--- config.mk ---
export PLATFORM = sky130hd
export DESIGN_NAME = mtimer_alarm_scheduler
export DESIGN_NICKNAME = d
export VERILOG_FILES = /design/src/rtl/mtimer_sched_pkg.sv /design/src/rtl/mtimer_prescaler.sv /design/src/rtl/mtimer_alarm_scheduler.sv
export SDC_FILE = /design/constraint.sdc
export NUM_CORES = 1
export LEC_CHECK = 0
export BUFFER_PORTS_ARGS = -buffer_cell sky130_fd_sc_hd__clkbuf_2
export CAP_MARGIN = 20
export CORE_UTILIZATION = 49
export DETAILED_ROUTE_END_ITERATION = 6
export PLACE_DENSITY_LB_ADDON = 0.08
export SKIP_LAST_GASP = 1
export SLEW_MARGIN = 40
export SYNTH_ARGS = -nofsm -noshare
export SYNTH_HDL_FRONTEND = slang
export SYNTH_SLANG_ARGS = --single-unit
--- constraint.sdc ---
create_clock -name clock -period 3.8 [get_ports clock]
set_clock_uncertainty 0.05 [all_clocks]
set_input_delay 0.57 -clock clock [delete_from_list [all_inputs] [get_ports clock]]
set_output_delay 0.57 -clock clock [all_outputs]
set_load 0.02 [all_outputs]
--- src/rtl/mtimer_sched_pkg.sv ---
// Shared types and constants for the mtimer alarm scheduler.
package mtimer_sched_pkg;

  localparam int MTIME_WIDTH = 64;

  typedef enum logic [1:0] {
    IDLE = 2'd0,
    SCAN = 2'd1,
    WAIT = 2'd2,
    FIRE = 2'd3
  } sched_state_t;

  localparam logic ARM    = 1'b0;
  localparam logic CANCEL = 1'b1;

endpackage

--- src/rtl/mtimer_prescaler.sv ---
// Clock prescaler: counts 0..DIV-1 and pulses tick on the last count.
// The halt input exists only when MTIMER_SCHED_HALT_EN is defined.
module mtimer_prescaler #(
  parameter int DIV = 50
) (
  input  logic clock,
  input  logic reset,
`ifdef MTIMER_SCHED_HALT_EN
  input  logic halt,
`endif
  output logic tick
);

  localparam int DIV_EFF = (DIV < 1) ? 1 : DIV;
  localparam int CW      = (DIV_EFF > 1) ? $clog2(DIV_EFF) : 1;
  localparam logic [CW-1:0] LAST = CW'(DIV_EFF - 1);

  logic [CW-1:0] cnt;
  logic          run;

`ifdef MTIMER_SCHED_HALT_EN
  assign run = !halt;
`else
  assign run = 1'b1;
`endif

  assign tick = run && (cnt == LAST);

  always_ff @(posedge clock or negedge reset) begin
    if (!reset) begin
      cnt <= '0;
    end else if (run) begin
      cnt <= (cnt == LAST) ? '0 : cnt + 1'b1;
    end
  end

endmodule

--- src/rtl/mtimer_alarm_scheduler.sv ---
// Machine-timer alarm scheduler: NUM_SLOTS alarms, earliest deadline fires first.
// Defining MTIMER_SCHED_HALT_EN adds a halt input that freezes mtime.
//
// state | meaning
// IDLE  | no slot armed, waiting for a command
// SCAN  | walking the slots one per cycle to find the earliest deadline
// WAIT  | earliest deadline latched, comparing against mtime
// FIRE  | presenting fire_slot until fire_ready
module mtimer_alarm_scheduler
  import mtimer_sched_pkg::*;
#(
  parameter int CLOCK_FREQUENCY = 50000000,
  parameter int TICK_FREQUENCY  = 1000000,
  parameter int NUM_SLOTS       = 4,
  localparam int SW = (NUM_SLOTS > 1) ? $clog2(NUM_SLOTS) : 1
) (
  input  logic                   clock,
  input  logic                   reset,
`ifdef MTIMER_SCHED_HALT_EN
  input  logic                   halt,
`endif
  input  logic                   cmd_valid,
  output logic                   cmd_ready,
  input  logic                   cmd_op,
  input  logic [SW-1:0]          cmd_slot,
  input  logic [MTIME_WIDTH-1:0] cmd_deadline,
  output logic                   fire_valid,
  input  logic                   fire_ready,
  output logic [SW-1:0]          fire_slot,
  output logic [MTIME_WIDTH-1:0] mtime,
  output logic                   busy
);

  localparam int DIV = CLOCK_FREQUENCY / TICK_FREQUENCY;

  sched_state_t           state, state_nxt;
  logic [NUM_SLOTS-1:0]   slot_valid;
  logic [MTIME_WIDTH-1:0] slot_dl [NUM_SLOTS];
  logic [SW-1:0]          scan_idx, best_slot, cand_slot, tgt_slot;
  logic [MTIME_WIDTH-1:0] best_dl, cand_dl, tgt_dl;
  logic                   best_found, cand_found;
  logic                   tick, cmd_acc, fire_acc, scan_last;

  mtimer_prescaler #(.DIV(DIV)) u_prescaler (
    .clock (clock),
    .reset (reset),
`ifdef MTIMER_SCHED_HALT_EN
    .halt  (halt),
`endif
    .tick  (tick)
  );

  always_ff @(posedge clock or negedge reset) begin
    if (!reset) mtime <= '0;
    else if (tick) mtime <= mtime + 1'b1;
  end

  assign cmd_ready  = (state == IDLE) || (state == WAIT);
  assign cmd_acc    = cmd_valid && cmd_ready;
  assign fire_valid = (state == FIRE);
  assign fire_acc   = fire_valid && fire_ready;
  assign fire_slot  = tgt_slot;
  assign busy       = |slot_valid;
  assign scan_last  = (scan_idx == SW'(NUM_SLOTS - 1));

  // Strict less-than while scanning upward keeps the lowest index on ties.
  always_comb begin
    cand_found = best_found;
    cand_slot  = best_slot;
    cand_dl    = best_dl;
    if (slot_valid[scan_idx] && (!best_found || (slot_dl[scan_idx] < best_dl))) begin
      cand_found = 1'b1;
      cand_slot  = scan_idx;
      cand_dl    = slot_dl[scan_idx];
    end
  end

  always_ff @(posedge clock or negedge reset) begin
    if (!reset) state <= IDLE;
    else        state <= state_nxt;
  end

  always_comb begin
    state_nxt = state;
    case (state)
      IDLE: if (cmd_acc) state_nxt = SCAN;
      SCAN: if (scan_last) state_nxt = cand_found ? WAIT : IDLE;
      WAIT: begin
        if (cmd_acc)              state_nxt = SCAN;
        else if (mtime >= tgt_dl) state_nxt = FIRE;
      end
      FIRE: if (fire_ready) state_nxt = SCAN;
      default: state_nxt = IDLE;
    endcase
  end

  always_ff @(posedge clock or negedge reset) begin
    if (!reset) begin
      slot_valid <= '0;
      for (int i = 0; i < NUM_SLOTS; i++) slot_dl[i] <= '0;
      scan_idx   <= '0;
      best_found <= 1'b0;
      best_slot  <= '0;
      best_dl    <= '0;
      tgt_slot   <= '0;
      tgt_dl     <= '0;
    end else begin
      if (cmd_acc) begin
        if (cmd_op == ARM) begin
          slot_valid[cmd_slot] <= 1'b1;
          slot_dl[cmd_slot]    <= cmd_deadline;
        end else begin
          slot_valid[cmd_slot] <= 1'b0;
        end
      end else if (fire_acc) begin
        slot_valid[tgt_slot] <= 1'b0;
      end

      if (state == SCAN) begin
        scan_idx   <= scan_idx + 1'b1;
        best_found <= cand_found;
        best_slot  <= cand_slot;
        best_dl    <= cand_dl;
        if (scan_last && cand_found) begin
          tgt_slot <= cand_slot;
          tgt_dl   <= cand_dl;
        end
      end else begin
        scan_idx   <= '0;
        best_found <= 1'b0;
      end
    end
  end

endmodule
==> flow_summary.json <==
{
  "avgRoutedWirePerCell_um": 21.9,
  "grt_pass1_vias": 15300,
  "first_iter_violations": 817,
  "syn-num-nets": 1975,
  "setup.worst_path.end_class": "register",
  "final_common_cell": "dfrtp_1",
  "worst_ep_required_time_ps": 4190,
  "ys_warn_count": 0,
  "die_h_um": 219,
  "dp_hpwl_um": 37900,
  "dr.pass1.iters": 6,
  "netlist_area_um2": 23100,
  "yosysSeqAreaShare_pct": 50.7,
  "p_leak_nw": 12.8,
  "synth_async_sr_flop_share_pct": 100,
  "synth_cells": 1768,
  "clk_latency_ps": 590,
  "core_um2": 46500,
  "maxCapViolations": 0,
  "post-route-min-period_ps": 3850,
  "gp_congestion": 0.804,
  "status": "finished, violations left",
  "ios": 140,
  "syn_area_per_cell_um2": 13.0,
  "setup_viol": 53,
  "clock_sinks": 467,
  "start_util_pct": 49.6,
  "dp_cells": 2513,
  "power_density_nw_per_um2": 876,
  "grt_pass1_wl_um": 89300,
  "grt_antenna_before_repair": 1,
  "timing.final.ws_setup_ps": -49.6,
  "grt_usage_pct": 24.2,
  "hold_violations": 0,
  "htreeDepth": 2,
  "cts-root-buf": "clkbuf_16",
  "fin_crit_sh_pct": 101,
  "fin_cells": 2661,
  "multi_input_area_um2": 11200,
  "drt_wl_total_um": 58400,
  "grt_overflow": 0,
  "synth_flop_cell": "dfrtp_1",
  "rows": 79,
  "synth-edff-count": 0,
  "cp_max_fo": 7,
  "place_area_um2": 25100,
  "cp.arrival_ps": 4240,
  "rsz0062_at_grt": "yes",
  "worstMarginPinSlew_ps": 759,
  "final_area_um2": 28200,
  "final_nets": 2222,
  "n_fill_cell": 3678,
  "cts_buffer_depth": 3,
  "path_clk_slew_ps": 60,
  "layout-drive-gt1-share_pct": 40.7,
  "yosysUniqueCellTypes": 63,
  "relSlewSlack_pct": 49.4,
  "violations": "negative setup slack",
  "min_path_type": "in2reg",
  "dieArea_um2": 47900,
  "vias": 15200,
  "worstSetupPathType": "reg2reg",
  "portBuffers": 139,
  "drc": 0,
  "max-vdd-ir-drop_mv": 0.421,
  "report.final.slew_viol_count": 0,
  "grt_max_degree": 106,
  "cts_tree": "yes",
  "timing.fmax_ghz": 0.260,
  "synth_seq_cells": 467,
  "crit_path_start_kind": "register",
  "die_w_um": 219,
  "final_cell_mix": "465 x dfrtp_1, 273 x mux2_2, 144 x inv_1",
  "regArea_um2": 11700,
  "place_ws_ps": -183,
  "ant_nets": 0,
  "syn_to_final_growth_pct": 22.2,
  "fin_hold_ws_ps": 210,
  "cts-buffers-inserted": 50,
  "avgViaCountPerCell": 5.71
}
-- critical path, cell delays in order (launching register included) --
cell       delay [ps]
dfrtp_4           520
buf_12            170
buf_4             140
mux4_2            450
ha_1              330
a211oi_2          230
o21ai_1           120
a211oi_2          300
o22ai_2           120
o211a_4           260
buf_4             130
o2111a_2          270
buf_4             170
clkbuf_16         170
a32oi_1           140
o21ai_0           120
-- synth_stat cells, drive strengths merged (4+ instances only) --
| library cell | number | area, µm² |
|---|---|---|
| inv | 144 | 541 |
| and4 | 8 | 70.1 |
| o21bai | 4 | 30.0 |
| nor4 | 11 | 83.8 |
| nand3 | 34 | 175 |
| nor3 | 14 | 81.3 |
| nand2 | 54 | 203 |
| nand4 | 38 | 253 |
| a211oi | 12 | 90.1 |
| o211ai | 6 | 45.0 |
| o21a | 5 | 37.5 |
| and2 | 10 | 63.8 |
| mux2 | 323 | 3790 |
| ha | 136 | 1700 |
| xor2 | 20 | 175 |
| clkbuf | 47 | 176 |
| mux4 | 65 | 1460 |
| a32oi | 65 | 569 |
| o21ai | 96 | 484 |
| a21oi | 29 | 145 |
| a21o | 7 | 52.6 |
| dfrtp | 467 | 11700 |
| nor2b | 6 | 37.5 |
| nor2 | 41 | 154 |
| and3 | 8 | 50.1 |
| xnor2 | 46 | 403 |
| buf | 33 | 179 |
-- final cells by class --
cell class / count / area share, %
multi-input combinational: 1077 / 39.8
clock inverter: 13 / 0.613
tap: 607 / 2.69
sequential: 467 / 41.5
antenna: 2 / 0.0178
inverter: 144 / 1.92
clock buffer: 76 / 5.43
timing repair buffer: 275 / 8.06
-- kinds of logic (layout without fill, tap and decap cells) --
family / Yosys count / count (layout) / synth area share, %
compound gates: 245 / 245 / 7.07
xor+xnor: 66 / 66 / 2.51
simple gates: 239 / 239 / 5.58
fa+ha+maj: 136 / 136 / 7.38
flops: 467 / 467 / 50.7
mux: 391 / 391 / 22.9
other cells: 0 / 2 / 0
buf+inv: 224 / 508 / 3.88
-- per-layer routing --
layer	vias to the layer above	share of wire, %	track usage [%]
li1	6958	-	-
met1	7828	46	34.5
met2	336	48	38.4
met3	85	4.2	3.52
met4	0	2.4	6.90
met5	-	0	0
-- where the power goes --
group / total, mW / switching, mW / internal (mW)
registers: 8.04 / 1.08 / 6.97
logic: 11.6 / 5.41 / 6.19
clock network: 5.04 / 2.00 / 3.03
-- repair_timing --
item,in CTS,in global routing
gates resized for setup,32,99
endpoints found under the hold margin,46,0
cloned,4,9
setup buffers,25,22
pin swaps,13,26
hold buffers,1,0
endpoints found under the setup margin,131,132
-- worst paths after layout --
check | startpoint | depth (start not counted) | end | slack, ps
max in group asynchronous | reset | 3 | best_dl[36] | 2300
setup reg to reg | scan_idx[0] | 15 | tgt_dl[62] | -50
setup / recovery | scan_idx[0] | 15 | tgt_dl[62] | -50
min in group asynchronous | reset | 2 | mtime[0] | 450
hold / removal | cmd_deadline[58] | 2 | slot_dl[58] | 210
hold reg to reg | u_prescaler.cnt[5] | 1 | u_prescaler.cnt[5] | 440
-- stage by stage --
step           power (mW)  util [%]  TNS, ps
4_1_cts              23.5      58.8     -313
2_1_floorplan        14.4         -        0
3_5_place_dp         17.5      54.0   -17850
3_3_place_gp         17.2      54.0    -9610
6_report             24.7      60.7     -869
5_1_grt              26.2      60.7   -10600
-- registers in the layout, indices dropped and copies added (netlist names), named ones only --
| signal | flops |
|---|---|
| best_found | 1 |
| best_dl | 64 |
| scan_idx | 2 |
| slot_dl | 256 |
| state | 2 |
| u_prescaler.cnt | 6 |
| tgt_dl | 64 |
| mtime | 64 |
| fire_slot | 2 |
| best_slot | 2 |
(Power assumes the default switching activity.)
